$ cat config.mk
export PLATFORM = sky130hd
export DESIGN_NAME = onchip_ram_arbiter
export DESIGN_NICKNAME = d
export VERILOG_FILES = /design/src/rtl/onchip_ram_arbiter.sv
export SDC_FILE = /design/constraint.sdc
export NUM_CORES = 1
export LEC_CHECK = 0
export ABC_AREA = 1
export BUFFER_PORTS_ARGS = -buffer_cell sky130_fd_sc_hd__buf_4
export CAP_MARGIN = 20
export CORE_AREA = 2 2 114 116
export CTS_BUF_LIST = sky130_fd_sc_hd__clkbuf_8 sky130_fd_sc_hd__clkbuf_16
export CTS_CLUSTER_SIZE = 14
export DETAILED_ROUTE_END_ITERATION = 10
export DIE_AREA = 0 0 116 118
export PLACE_DENSITY = 0.65
export SLEW_MARGIN = 40
export SYNTH_ARGS = -nofsm -noshare
export SYNTH_HDL_FRONTEND = slang
export SYNTH_SLANG_ARGS = --single-unit
$ cat constraint.sdc
create_clock -name clk -period 1.49 [get_ports clk]
set_input_delay 0 -clock clk [delete_from_list [all_inputs] [get_ports clk]]
set_output_delay 0 -clock clk [all_outputs]
set_load 0.005 [all_outputs]
$ cat src/rtl/onchip_ram_arbiter.sv
// Round-robin arbiter sharing one single-port on-chip RAM between two
// Avalon-MM masters, with a fill engine that writes a constant to every word.
module onchip_ram_arbiter #(
  parameter int ADDR_W = 13,
  parameter int DATA_W = 32,
  parameter int DEPTH  = 8192
) (
  input  logic                clk,
  input  logic                reset,
  input  logic [ADDR_W-1:0]   m0_address,
  input  logic [DATA_W/8-1:0] m0_byteenable,
  input  logic                m0_read,
  input  logic                m0_write,
  input  logic [DATA_W-1:0]   m0_writedata,
  output logic                m0_waitrequest,
  output logic [DATA_W-1:0]   m0_readdata,
  output logic                m0_readdatavalid,
  input  logic [ADDR_W-1:0]   m1_address,
  input  logic [DATA_W/8-1:0] m1_byteenable,
  input  logic                m1_read,
  input  logic                m1_write,
  input  logic [DATA_W-1:0]   m1_writedata,
  output logic                m1_waitrequest,
  output logic [DATA_W-1:0]   m1_readdata,
  output logic                m1_readdatavalid,
  output logic [ADDR_W-1:0]   mem_address,
  output logic [DATA_W/8-1:0] mem_byteenable,
  output logic                mem_chipselect,
  output logic                mem_write,
  output logic [DATA_W-1:0]   mem_writedata,
  output logic                mem_clken,
  input  logic [DATA_W-1:0]   mem_readdata,
  input  logic                fill_start,
  input  logic [DATA_W-1:0]   fill_value,
  output logic                fill_busy,
  output logic                fill_done
);
  localparam logic [ADDR_W-1:0] LAST_ADDR = ADDR_W'(DEPTH - 1);

  typedef enum logic {ARB, FILL} state_e;

  state_e              state_q;
  logic                last_grant_q;  // 1: m1 was granted last, so m0 wins a tie
  logic                rd_pend_q;
  logic                rd_owner_q;
  logic                fill_busy_q;
  logic                fill_done_q;
  logic [ADDR_W-1:0]   fill_addr_q;
  logic [DATA_W-1:0]   fill_val_q;

  logic req0, req1, gnt0, gnt1, in_arb, rd_issue;

  assign in_arb   = (state_q == ARB);
  assign req0     = m0_read | m0_write;
  assign req1     = m1_read | m1_write;
  assign gnt0     = in_arb & req0 & (~req1 | last_grant_q);
  assign gnt1     = in_arb & req1 & (~req0 | ~last_grant_q);
  // read+write together is a write, so it must not produce readdatavalid
  assign rd_issue = (gnt0 & m0_read & ~m0_write) | (gnt1 & m1_read & ~m1_write);

  assign m0_waitrequest   = req0 & ~gnt0;
  assign m1_waitrequest   = req1 & ~gnt1;
  assign m0_readdata      = mem_readdata;
  assign m1_readdata      = mem_readdata;
  assign m0_readdatavalid = rd_pend_q & ~rd_owner_q;
  assign m1_readdatavalid = rd_pend_q & rd_owner_q;
  assign fill_busy        = fill_busy_q;
  assign fill_done        = fill_done_q;
  assign mem_clken        = 1'b1;

  always_comb begin
    mem_address    = m0_address;
    mem_byteenable = m0_byteenable;
    mem_writedata  = m0_writedata;
    mem_chipselect = 1'b0;
    mem_write      = 1'b0;
    if (!in_arb) begin
      mem_address    = fill_addr_q;
      mem_byteenable = '1;
      mem_writedata  = fill_val_q;
      mem_chipselect = 1'b1;
      mem_write      = 1'b1;
    end else if (gnt1) begin
      mem_address    = m1_address;
      mem_byteenable = m1_byteenable;
      mem_writedata  = m1_writedata;
      mem_chipselect = 1'b1;
      mem_write      = m1_write;
    end else if (gnt0) begin
      mem_chipselect = 1'b1;
      mem_write      = m0_write;
    end
    // an aborting reset must not land a stray access in the RAM
    if (reset) begin
      mem_chipselect = 1'b0;
      mem_write      = 1'b0;
    end
  end

  always_ff @(posedge clk) begin
    if (reset) begin
      state_q      <= ARB;
      last_grant_q <= 1'b1;
      rd_pend_q    <= 1'b0;
      rd_owner_q   <= 1'b0;
      fill_busy_q  <= 1'b0;
      fill_done_q  <= 1'b0;
      fill_addr_q  <= '0;
      fill_val_q   <= '0;
    end else begin
      rd_pend_q   <= rd_issue;
      fill_done_q <= 1'b0;
      if (rd_issue) rd_owner_q <= gnt1;
      if (gnt0 | gnt1) last_grant_q <= gnt1;
      case (state_q)
        ARB: if (fill_start) begin
          state_q     <= FILL;
          fill_busy_q <= 1'b1;
          fill_addr_q <= '0;
          fill_val_q  <= fill_value;
        end
        FILL: if (fill_addr_q == LAST_ADDR) begin
          state_q     <= ARB;
          fill_busy_q <= 1'b0;
          fill_done_q <= 1'b1;
          fill_addr_q <= '0;
        end else begin
          fill_addr_q <= fill_addr_q + 1'b1;
        end
        default: state_q <= ARB;
      endcase
    end
  end
endmodule

==> summary.txt, run 1 <==
Place
  • PortBufs: 193
  • Pre-CTS WS: about 180 ps
  • Gp weighted congestion: 0.843
  • DP Wirelength: between 8000 and 9000 µm

STA
  • Minimum clock period: 1480 ps
  • RSZ-0062 raised after global routing: true
  • # setup viols final: 0
  • Endpoints failing hold: 0
  • Final Max Tran Viols: 0
  • Worst Skew: 5.69 ps
  • Final hold slack: 0.00287 ps
  • Fmax: 675 MHz
  • Period utilization: 0.995
  • Final worst setup slack: 7.63 ps

Logic synthesis
  • Biggest area consumer among synthesized cells: dfxtp_1
  • Post-synthesis register bit count: 51
  • Top_reg_cell synth: dfxtp_1
  • Mapped Cells: 573
  • Top post-synthesis cells by area: dfxtp_1, buf_4, nand3_1
  • Sequential area share after synthesis: 0.280
  • Synth unique cells: 31
  • Post-synth EDFFs: 0
  • Mapped Area: 3650 µm²
  • Synthesized Nets: 743
  • Area share of the largest cell type after synthesis: 0.280
  • Post-synth top cells: nand2_1, nand3_1, nor2_1
  • YS warnings: 0
  • Asr flop ratio synth: 0
  • Syn avg cell area: around 6.4 µm²
  • Top-count cell post-synth: nand2_1

Floorplanning
  • Die Span X: 116 µm
  • Core Rows: 41
  • Initial Util: 0.294
  • Die height: 118 µm
  • I/O pin count: just under 300
  • Die Footprint: 13700 µm²
  • Core Area: around 12000 µm²

Outcome
  • Outcome: finished clean

Drt
  • Via Count: ~4200
  • Antenna viol nets, final: 0
  • WL final: 13300 µm
  • Via-to-Cell Ratio: 4.64
  • Router iterations before antenna repair: 4
  • DRC: 0
  • Routed len/inst: 14.7 µm
  • Initial DRC Count: 186

Critical path
  • Worst r2r dst: fill_val_q[10]
  • CP required: 1490 ps
  • Setup crit end kind: primary output
  • Critical path capture point: mem_address[8]
  • Reg2Reg Setup Slack: 150 ps
  • Worst EP arrival: 1480 ps
  • Critical Path Fanout Max: 7
  • Reg2reg path depth: 7
  • Setup crit start kind: flip-flop
  • Worst r2r src: state_q
  • Crit path kind: flip-flop to primary output
  • Crit. Startpoint: last_grant_q

Clock tree
  • CTS Sinks: 51
  • CTS tree: yes
  • Max Root-Sink Buffers: 2
  • Root buffer selected by CTS: clkbuf_16
  • H-tree Lvls: 2
  • Clock slew at reported path FFs: 70 ps
  • Worst-Skew Late Latency: about 290 ps
  • Number of buffers created by CTS: 5

Layout
  • Area delta synth->final: 55.6%
  • Final net count: 904
  • Diodes inserted: 0
  • Layout cells sized above 1: 0.397

Job
  • Max-cap viol count: 0

GRT
  • Initial antenna violation count: 0
  • Largest net degree at the start of global routing: 52
  • Number of global-route vias before repair: slightly below 4000
  • Total GRT Usage: 0.163
  • GRT Residual Overflow: 0
  • First-pass GRT wire length: 18300 µm

Pwr
  • Worst vdd ir: 0.000445 V
  • Pwr per Cell Area: 770 nW/µm²
  • P_leak: 2.72 nW

Min path
  • Hold WC Path Type: input port to primary output
-- metrics by stage --
step	TNS (ps)	area [µm²]	power [mW]	std cells	util
after floorplan	0	3650	2.20	573	-
after global placement	0	4830	2.77	856	0.389
after detailed placement	0	4830	2.77	856	0.389
after CTS	-161	5340	4.19	897	0.430
after global routing	-1620	5680	4.59	907	0.457
final	0	5680	4.37	907	0.457
-- worst max-delay path, stage by stage, from the launching register on --
cell and delay [ps]:
dfxtp_2 340, nand2_2 70, nand3_4 180, clkinv_8 110, clkbuf_16 200, nand2_2 60, o211ai_1 90, buf_4 150
-- report_power, final --
| group | internal [mW] | switching, mW | leakage [nW] |
|---|---|---|---|
| combinational | 0.839 | 0.693 | 2.21 |
| clock | 0.837 | 0.518 | 0.0868 |
| sequential | 1.45 | 0.0402 | 0.420 |
-- logic make-up (layout without fill, tap and decap cells) --
kind of cell | count (synthesis) | in the layout | share of synthesized area
simple gates | 324 | 324 | 0.396
other cells | 1 | 1 | 0.00103
buf+inv | 127 | 289 | 0.210
flops | 51 | 51 | 0.280
compound gates | 69 | 69 | 0.109
fa+ha+maj | 1 | 1 | 0.00343
-- state kept, by name, indices dropped and copies added, names as in the netlist --
name,cells
fill_addr_q,13
fill_busy,1
fill_done,1
fill_val_q,32
last_grant_q,1
rd_owner_q,1
rd_pend_q,1
state_q,1
-- routing by layer --
metal / up-vias / part of all wire / track usage
li1: 2111 / - / -
met5: - / 0 / 0
met1: 1917 / 0.42 / 0.200
met3: 19 / 0.068 / 0.0381
met2: 165 / 0.50 / 0.284
met4: 0 / 0.014 / 0.0417
-- repair_timing --
action / in CTS / in global routing
gates resized for setup: 2 / 50
hold buffers: 33 / 0
pin swaps: 1 / 4
hold endpoints to repair: 41 / 0
buffers inserted: 0 / 3
endpoints found under the setup margin: 17 / 51
cloned: 0 / 7
-- placed cells by master, fill, tap and decap left out, drive strengths merged --
cell           n
dlygate4sd3   33
bufinv         1
o211ai        14
conb           1
dfxtp         51
ha             1
clkinv         2
clkbuf        10
nand2        134
a21oi         18
o21ai         37
nand3b         1
buf          216
nand4          3
inv           27
nand3         98
nor3           4
nor2          83
or2            1
-- layout make-up --
cell class	count	area (µm²)
sequential	51	1030
multi-input combinational	395	2000
timing repair buffer	253	2140
inverter	28	120
tap	172	215
fill	1289	6740
clock inverter	2	35.0
clock buffer	6	139
-- worst min-delay path by stage --
stage | cells past startpoint | end | start
2_1_floorplan | 1 | fill_addr_q[1] | reset
3_3_place_gp | 0 | m0_readdata[24] | mem_readdata[24]
3_5_place_dp | 0 | m0_readdata[24] | mem_readdata[24]
4_1_cts | 0 | m0_readdata[24] | mem_readdata[24]
5_1_grt | 0 | m1_readdata[27] | mem_readdata[27]
6_report | 0 | m1_readdata[2] | mem_readdata[2]
Note: power is estimated with default switching activity, not from simulation.
==> inputs of run 2 (changes only) <==
--- a/config.mk
+++ b/config.mk
@@ -8,12 +8,12 @@
 export ABC_AREA = 1
 export BUFFER_PORTS_ARGS = -buffer_cell sky130_fd_sc_hd__buf_4
 export CAP_MARGIN = 20
-export CORE_AREA = 2 2 114 116
+export CORE_AREA = 2 2 113 115
 export CTS_BUF_LIST = sky130_fd_sc_hd__clkbuf_8 sky130_fd_sc_hd__clkbuf_16
 export CTS_CLUSTER_SIZE = 14
 export DETAILED_ROUTE_END_ITERATION = 10
-export DIE_AREA = 0 0 116 118
-export PLACE_DENSITY = 0.65
+export DIE_AREA = 0 0 115 117
+export PLACE_DENSITY = 0.66
 export SLEW_MARGIN = 40
 export SYNTH_ARGS = -nofsm -noshare
 export SYNTH_HDL_FRONTEND = slang
==> constraint.sdc (replaced) <==
create_clock -name clk -period 1.8 [get_ports clk]
set_input_delay 0 -clock clk [delete_from_list [all_inputs] [get_ports clk]]
set_output_delay 0 -clock clk [all_outputs]
set_load 0.005 [all_outputs]
==> summary.txt, run 2 (synthesis gave the netlist of run 1 again) <==
GRT
  • GRT Residual Overflow: 0 (unchanged)
  • Total GRT Usage: 0.170 (+0.00654)
  • Number of global-route vias before repair: 3837 (-0.52%)
  • Largest net degree at the start of global routing: 41 (-21%)
  • Initial antenna violation count: 0 (unchanged)
  • First-pass GRT wire length: 18300 µm (about the same)

STA
  • Final Max Tran Viols: 0 (unchanged)
  • Period utilization: 0.904
  • # setup viols final: 0 (unchanged)
  • Max_slew headroom: 0.459
  • Final hold slack: 0.00249 ps (-0.000382 ps)
  • Fmax: 615 MHz
  • Minimum clock period: 1630 ps
  • Total negative slack: 0 ps (unchanged)
  • Tightest Pin Transition: 808 ps
  • Endpoints failing hold: 0 (unchanged)
  • Worst Skew: 7.45 ps (+1.76 ps)
  • RSZ-0062 raised after global routing: false

Clock tree
  • Max Root-Sink Buffers: 2 (unchanged)
  • CTS tree: yes
  • Clock slew at reported path FFs: 60 ps (about the same)
  • H-tree Lvls: 2 (unchanged)
  • Setup bufs post-CTS: 0 (unchanged)
  • CTS Sinks: 51 (unchanged)
  • Worst-Skew Late Latency: 290 ps (about the same)
  • Number of buffers created by CTS: 5 (unchanged)
  • Root buffer selected by CTS: clkbuf_16

Outcome
  • Outcome: finished clean

Layout
  • Max FFs per register: 32 (unchanged)
  • Area delta synth->final: 43.6%
  • Most frequent cells in the layout: buf_4, nand2_1, nand3_1
  • Final core occ: 0.425 (-0.0319)
  • Layout cells sized above 1: 0.334 (-0.0635)
  • Top flop regs: fill_val_q: 32 flops, fill_addr_q: 13 flops
  • Final net count: 888 (-1.8%)
  • Largest Register: fill_val_q
  • Most common cell after layout, fill and taps aside: buf_4
  • Diodes inserted: 0 (unchanged)

Floorplanning
  • Die Span X: 115 µm (-0.86%)
  • Die height: 117 µm (-0.85%)
  • Die Footprint: 13500 µm² (-1.7%)
  • Core Rows: 41 (unchanged)
  • Core Area: 12300 µm² (-0.83%)
  • Initial Util: 0.296 (+0.00245)
  • I/O pin count: 291 (unchanged)

Place
  • DP Wirelength: 8440 µm (-3.0%)
  • PortBufs: 193 (unchanged)
  • Gp weighted congestion: 0.790 (-6.2%)

Drt
  • Via-to-Cell Ratio: 4.72 (+1.6%)
  • WL final: 11900 µm (-11%)
  • Routed wl met2: 5820 µm (-12%)
  • Via Count: 4100 (-2.7%)
  • Max layer used: met4
  • Antenna viol nets, final: 0 (unchanged)
  • DRC: 0 (unchanged)
  • Met1 WL: 5070 µm (-9.3%)
  • Initial DRC Count: 159 (-15%)
  • Routed len/inst: 13.7 µm (-6.6%)
  • Router iterations before antenna repair: 4 (unchanged)
  • Met3 Wirelength: 762 µm (-16%)

Critical path
  • Setup crit end kind: primary output
  • Setup crit start kind: flip-flop
  • Reg2reg path depth: 8 (+1)
  • Worst EP arrival: 1630 ps (+150 ps)
  • Critical Path Fanout Max: 18 (+11)
  • CP required: 1800 ps (+310 ps)
  • Crit path kind: flip-flop to primary output

Min path
  • Hold WC Path Type: input port to primary output
  • Hold Path Depth: 0 (unchanged)

Job
  • Max-cap viol count: 0 (unchanged)

Pwr
  • Worst vdd ir: 0.000313 V (-30%)
  • P_leak: 2.49 nW (-8.3%)
  • Pwr per Cell Area: 623 nW/µm² (-19%)
## run 2: cell types whose count changed in the layout (fill, tap and decap cells not counted), moves of 4 or more
| cell | before | now |
|---|---|---|
| nand2_1 | 106 | 126 |
| nand2_2 | 22 | 6 |
| nand3_1 | 84 | 96 |
| nand3_2 | 12 | 2 |
| buf_6 | 9 | 1 |
| buf_4 | 203 | 198 |
| clkbuf_16 | 9 | 5 |
| nand2_4 | 6 | 2 |
## run 2: layer usage
metal  track usage  vias up
met3        0.0396       24
met5             0        -
li1              -     2086
met2         0.293      144
met1         0.206     1846
met4        0.0643        0
## run 2: power by group
group	switching, mW	internal, mW	total [mW]	leakage (nW)
sequential	0.0360	1.20	1.23	0.420
combinational	0.495	0.599	1.09	2.00
clock	0.427	0.509	0.935	0.0710
total	0.958	2.30	3.26	2.49
## run 2: layout make-up
class	instances	area [µm²]
clock buffer	5	125
timing repair buffer	236	1910
sequential	51	1020
multi-input combinational	396	1870
clock inverter	3	16.3
fill	1294	7080
inverter	28	108
tap	150	188
## run 2: metrics by stage
stage	area (µm²)	total power [mW]	setup WS (ps)	cells
2_1_floorplan	3650	1.82	546	573
3_3_place_gp	4750	2.28	363	827
3_5_place_dp	4750	2.29	344	827
4_1_cts	5220	3.30	10.2	868
5_1_grt	5240	3.46	25.2	869
6_report	5240	3.26	173	869
## run 2: worst paths after layout
check	from	end	slack [ps]
min	mem_readdata[8]	m1_readdata[8]	0.002
max	last_grant_q	mem_address[9]	170
min reg2reg	fill_val_q[28]	fill_val_q[28]	500
max reg2reg	fill_addr_q[1]	state_q	390
## run 2: what timing repair did
item	CTS	global route
hold endpoints to repair	41	0
endpoints found under the setup margin	0	20
hold buffers	33	0
gates resized for setup	0	1
## run 2: worst max-delay path, stage by stage, from the launching register on
cell and delay (ps):
dfxtp_1 320, nand2_2 140, nand3_4 210, inv_2 150, buf_6 200, nand2_1 70
o211ai_1 100, buf_4 140
==> inputs of run 3 (changes only) <==
--- a/config.mk
+++ b/config.mk
@@ -13,8 +13,8 @@
 export CTS_CLUSTER_SIZE = 14
 export DETAILED_ROUTE_END_ITERATION = 10
 export DIE_AREA = 0 0 115 117
+export MAX_ROUTING_LAYER = met4
 export PLACE_DENSITY = 0.66
-export SLEW_MARGIN = 40
 export SYNTH_ARGS = -nofsm -noshare
 export SYNTH_HDL_FRONTEND = slang
 export SYNTH_SLANG_ARGS = --single-unit
==> summary.txt, run 3 (synthesis gave the netlist of run 1 again) <==
Drt
  • Met1 WL: 5140 µm (+1.4%)
  • Routed len/inst: 13.8 µm (+0.21%)
  • Met3 Wirelength: 719 µm (-5.6%)
  • Via-to-Cell Ratio: 4.73 (+0.34%)
  • Router iterations before antenna repair: 4 (unchanged)
  • DRC: 0 (unchanged)
  • Max layer used: met4
  • Initial DRC Count: 148 (-6.9%)
  • Via Count: 4114 (+0.34%)
  • Routed wl met2: 5820 µm (about the same)
  • Antenna viol nets, final: 0 (unchanged)
  • WL final: 12000 µm (+0.21%)

Min path
  • Hold WC Path Type: input port to primary output
  • Min-delay src: mem_readdata[8]
  • Worst Hold Endpoint: m1_readdata[8]
  • Hold Path Depth: 0 (unchanged)

Critical path
  • Setup crit start kind: flip-flop
  • Critical path buffer and inverter count: 3 (unchanged)
  • Reg2reg path depth: 8 (unchanged)
  • Reg2Reg Setup Slack: 390 ps (about the same)
  • Crit path largest cell delay: 320 ps (about the same)
  • Worst r2r dst: state_q
  • Family with the most delay on the worst path: buffers and inverters
  • CP required: 1800 ps (about the same)
  • Worst r2r src: fill_addr_q[1]
  • Worst EP arrival: 1630 ps (about the same)
  • Crit path kind: flip-flop to primary output
  • Worst-path cell chain: nand2_2, nand3_4, inv_2, buf_6, nand2_1, o211ai_1, buf_4
  • CP max stage cell: dfxtp_1
  • Critical Path Fanout Max: 18 (unchanged)
  • Setup crit end kind: primary output

Floorplanning
  • I/O pin count: 291 (unchanged)
  • Initial Util: 0.296 (unchanged)
  • Die Footprint: 13500 µm² (unchanged)
  • Core Area: 12300 µm² (unchanged)
  • Core Rows: 41 (unchanged)
  • Die Span X: 115 µm (unchanged)
  • Die height: 117 µm (unchanged)

Pwr
  • P_leak: 2.49 nW (unchanged)
  • Worst vdd ir: 0.000312 V (-0.14%)
  • Pwr per Cell Area: 623 nW/µm² (about the same)

GRT
  • Total GRT Usage: 0.175 (+0.00526)
  • First-pass GRT wire length: 18300 µm (unchanged)
  • Largest net degree at the start of global routing: 41 (unchanged)
  • GRT Residual Overflow: 0 (unchanged)
  • Number of global-route vias before repair: 3836 (-0.026%)
  • Initial antenna violation count: 0 (unchanged)

Clock tree
  • CTS tree: yes
  • Number of buffers created by CTS: 5 (unchanged)
  • H-tree Lvls: 2 (unchanged)
  • Worst-Skew Late Latency: 290 ps (about the same)
  • Root buffer selected by CTS: clkbuf_16
  • Setup bufs post-CTS: 0 (unchanged)
  • Clock slew at reported path FFs: 60 ps (about the same)
  • CTS Sinks: 51 (unchanged)
  • Max Root-Sink Buffers: 2 (unchanged)

Layout
  • Most frequent cells in the layout: buf_4, nand2_1, nand3_1
  • Register area: 1020 µm² (unchanged)
  • Largest Register: fill_val_q
  • # fillers: 1294 (unchanged)
  • Final net count: 888 (unchanged)
  • Area delta synth->final: 43.6% (unchanged)
  • Max FFs per register: 32 (unchanged)
  • Most common cell after layout, fill and taps aside: buf_4
  • Layout cells sized above 1: 0.334 (unchanged)
  • Diodes inserted: 0 (unchanged)
  • Final core occ: 0.425 (unchanged)
  • Final instance area: 5240 µm² (unchanged)
  • Top flop regs: fill_val_q: 32 flops, fill_addr_q: 13 flops
  • Multi-input gate area: 1870 µm² (unchanged)

STA
  • Max_slew headroom: 0.463 (+0.00378)
  • Tightest Pin Transition: 803 ps (-5.65 ps)
  • Fmax: 614 MHz (about the same)
  • Final Max Tran Viols: 0 (unchanged)
  • Period utilization: 0.904 (about the same)
  • Worst Skew: 7.30 ps (-0.151 ps)
  • RSZ-0062 raised after global routing: false
  • # setup viols final: 0 (unchanged)
  • Endpoints failing hold: 0 (unchanged)
  • Total negative slack: 0 ps (unchanged)
  • Final hold slack: 0.00249 ps (unchanged)
  • Final worst setup slack: 172 ps (-0.886 ps)
  • Minimum clock period: 1630 ps (+0.886 ps)

Place
  • DP Wirelength: 8440 µm (unchanged)
  • PortBufs: 193 (unchanged)
  • DP Area: 4750 µm² (unchanged)
  • Gp weighted congestion: 0.802 (+1.4%)
  • Pre-CTS WS: 344 ps (unchanged)

Job
  • Max-cap viol count: 0 (unchanged)

Outcome
  • Outcome: finished clean
run 3: cell counts in the layout (fill, tap and decap cells not counted):
No cell type changed its count.
run 3: worst register-to-register path, cell delays in order, from the launching register on:
cell     delay, ps
dfxtp_1        400
ha_1           230
nand3_2        130
inv_2           90
nand2_2         70
nor2_2         100
nand3_1        110
nand2_2        110
nor2_1          40
run 3: final cells by class:
cell class,count,share of cell area
sequential,51,0.195
clock inverter,3,0.00311
clock buffer,5,0.0239
timing repair buffer,236,0.364
tap,150,0.0358
inverter,28,0.0205
multi-input combinational,396,0.357
run 3: how the worst max path moves through the flow:
stage	startpoint	endpoint	slack, ps	depth (start not counted)
2_1_floorplan	fill_addr_q[1]	fill_addr_q[11]	550	10
3_3_place_gp	state_q	mem_address[9]	360	7
3_5_place_dp	state_q	mem_address[9]	340	7
4_1_cts	state_q	mem_address[9]	10	7
5_1_grt	last_grant_q	mem_chipselect	20	7
6_report	last_grant_q	mem_address[9]	170	7
run 3: per-stage QoR:
step,total power [mW],instances
2_1_floorplan,1.82,573
4_1_cts,3.30,868
3_3_place_gp,2.28,827
5_1_grt,3.46,869
6_report,3.26,869
3_5_place_dp,2.29,827
run 3: layer usage:
| metal | GRT usage | vias to the layer above |
|---|---|---|
| met5 | - | - |
| met4 | 0.0643 | 0 |
| met3 | 0.0309 | 24 |
| met2 | 0.293 | 151 |
| met1 | 0.212 | 1853 |
| li1 | - | 2086 |
run 3: repair_timing:
item | CTS | global route
endpoints found under the hold margin | 41 | 0
endpoints found under the setup margin | 0 | 20
hold buffers | 33 | 0
gates resized for setup | 0 | 1
run 3: report_power, final:
part           total (mW)  internal, mW  switching (mW)
combinational        1.10         0.599           0.496
clock               0.934         0.509           0.425
sequential           1.23          1.20          0.0357
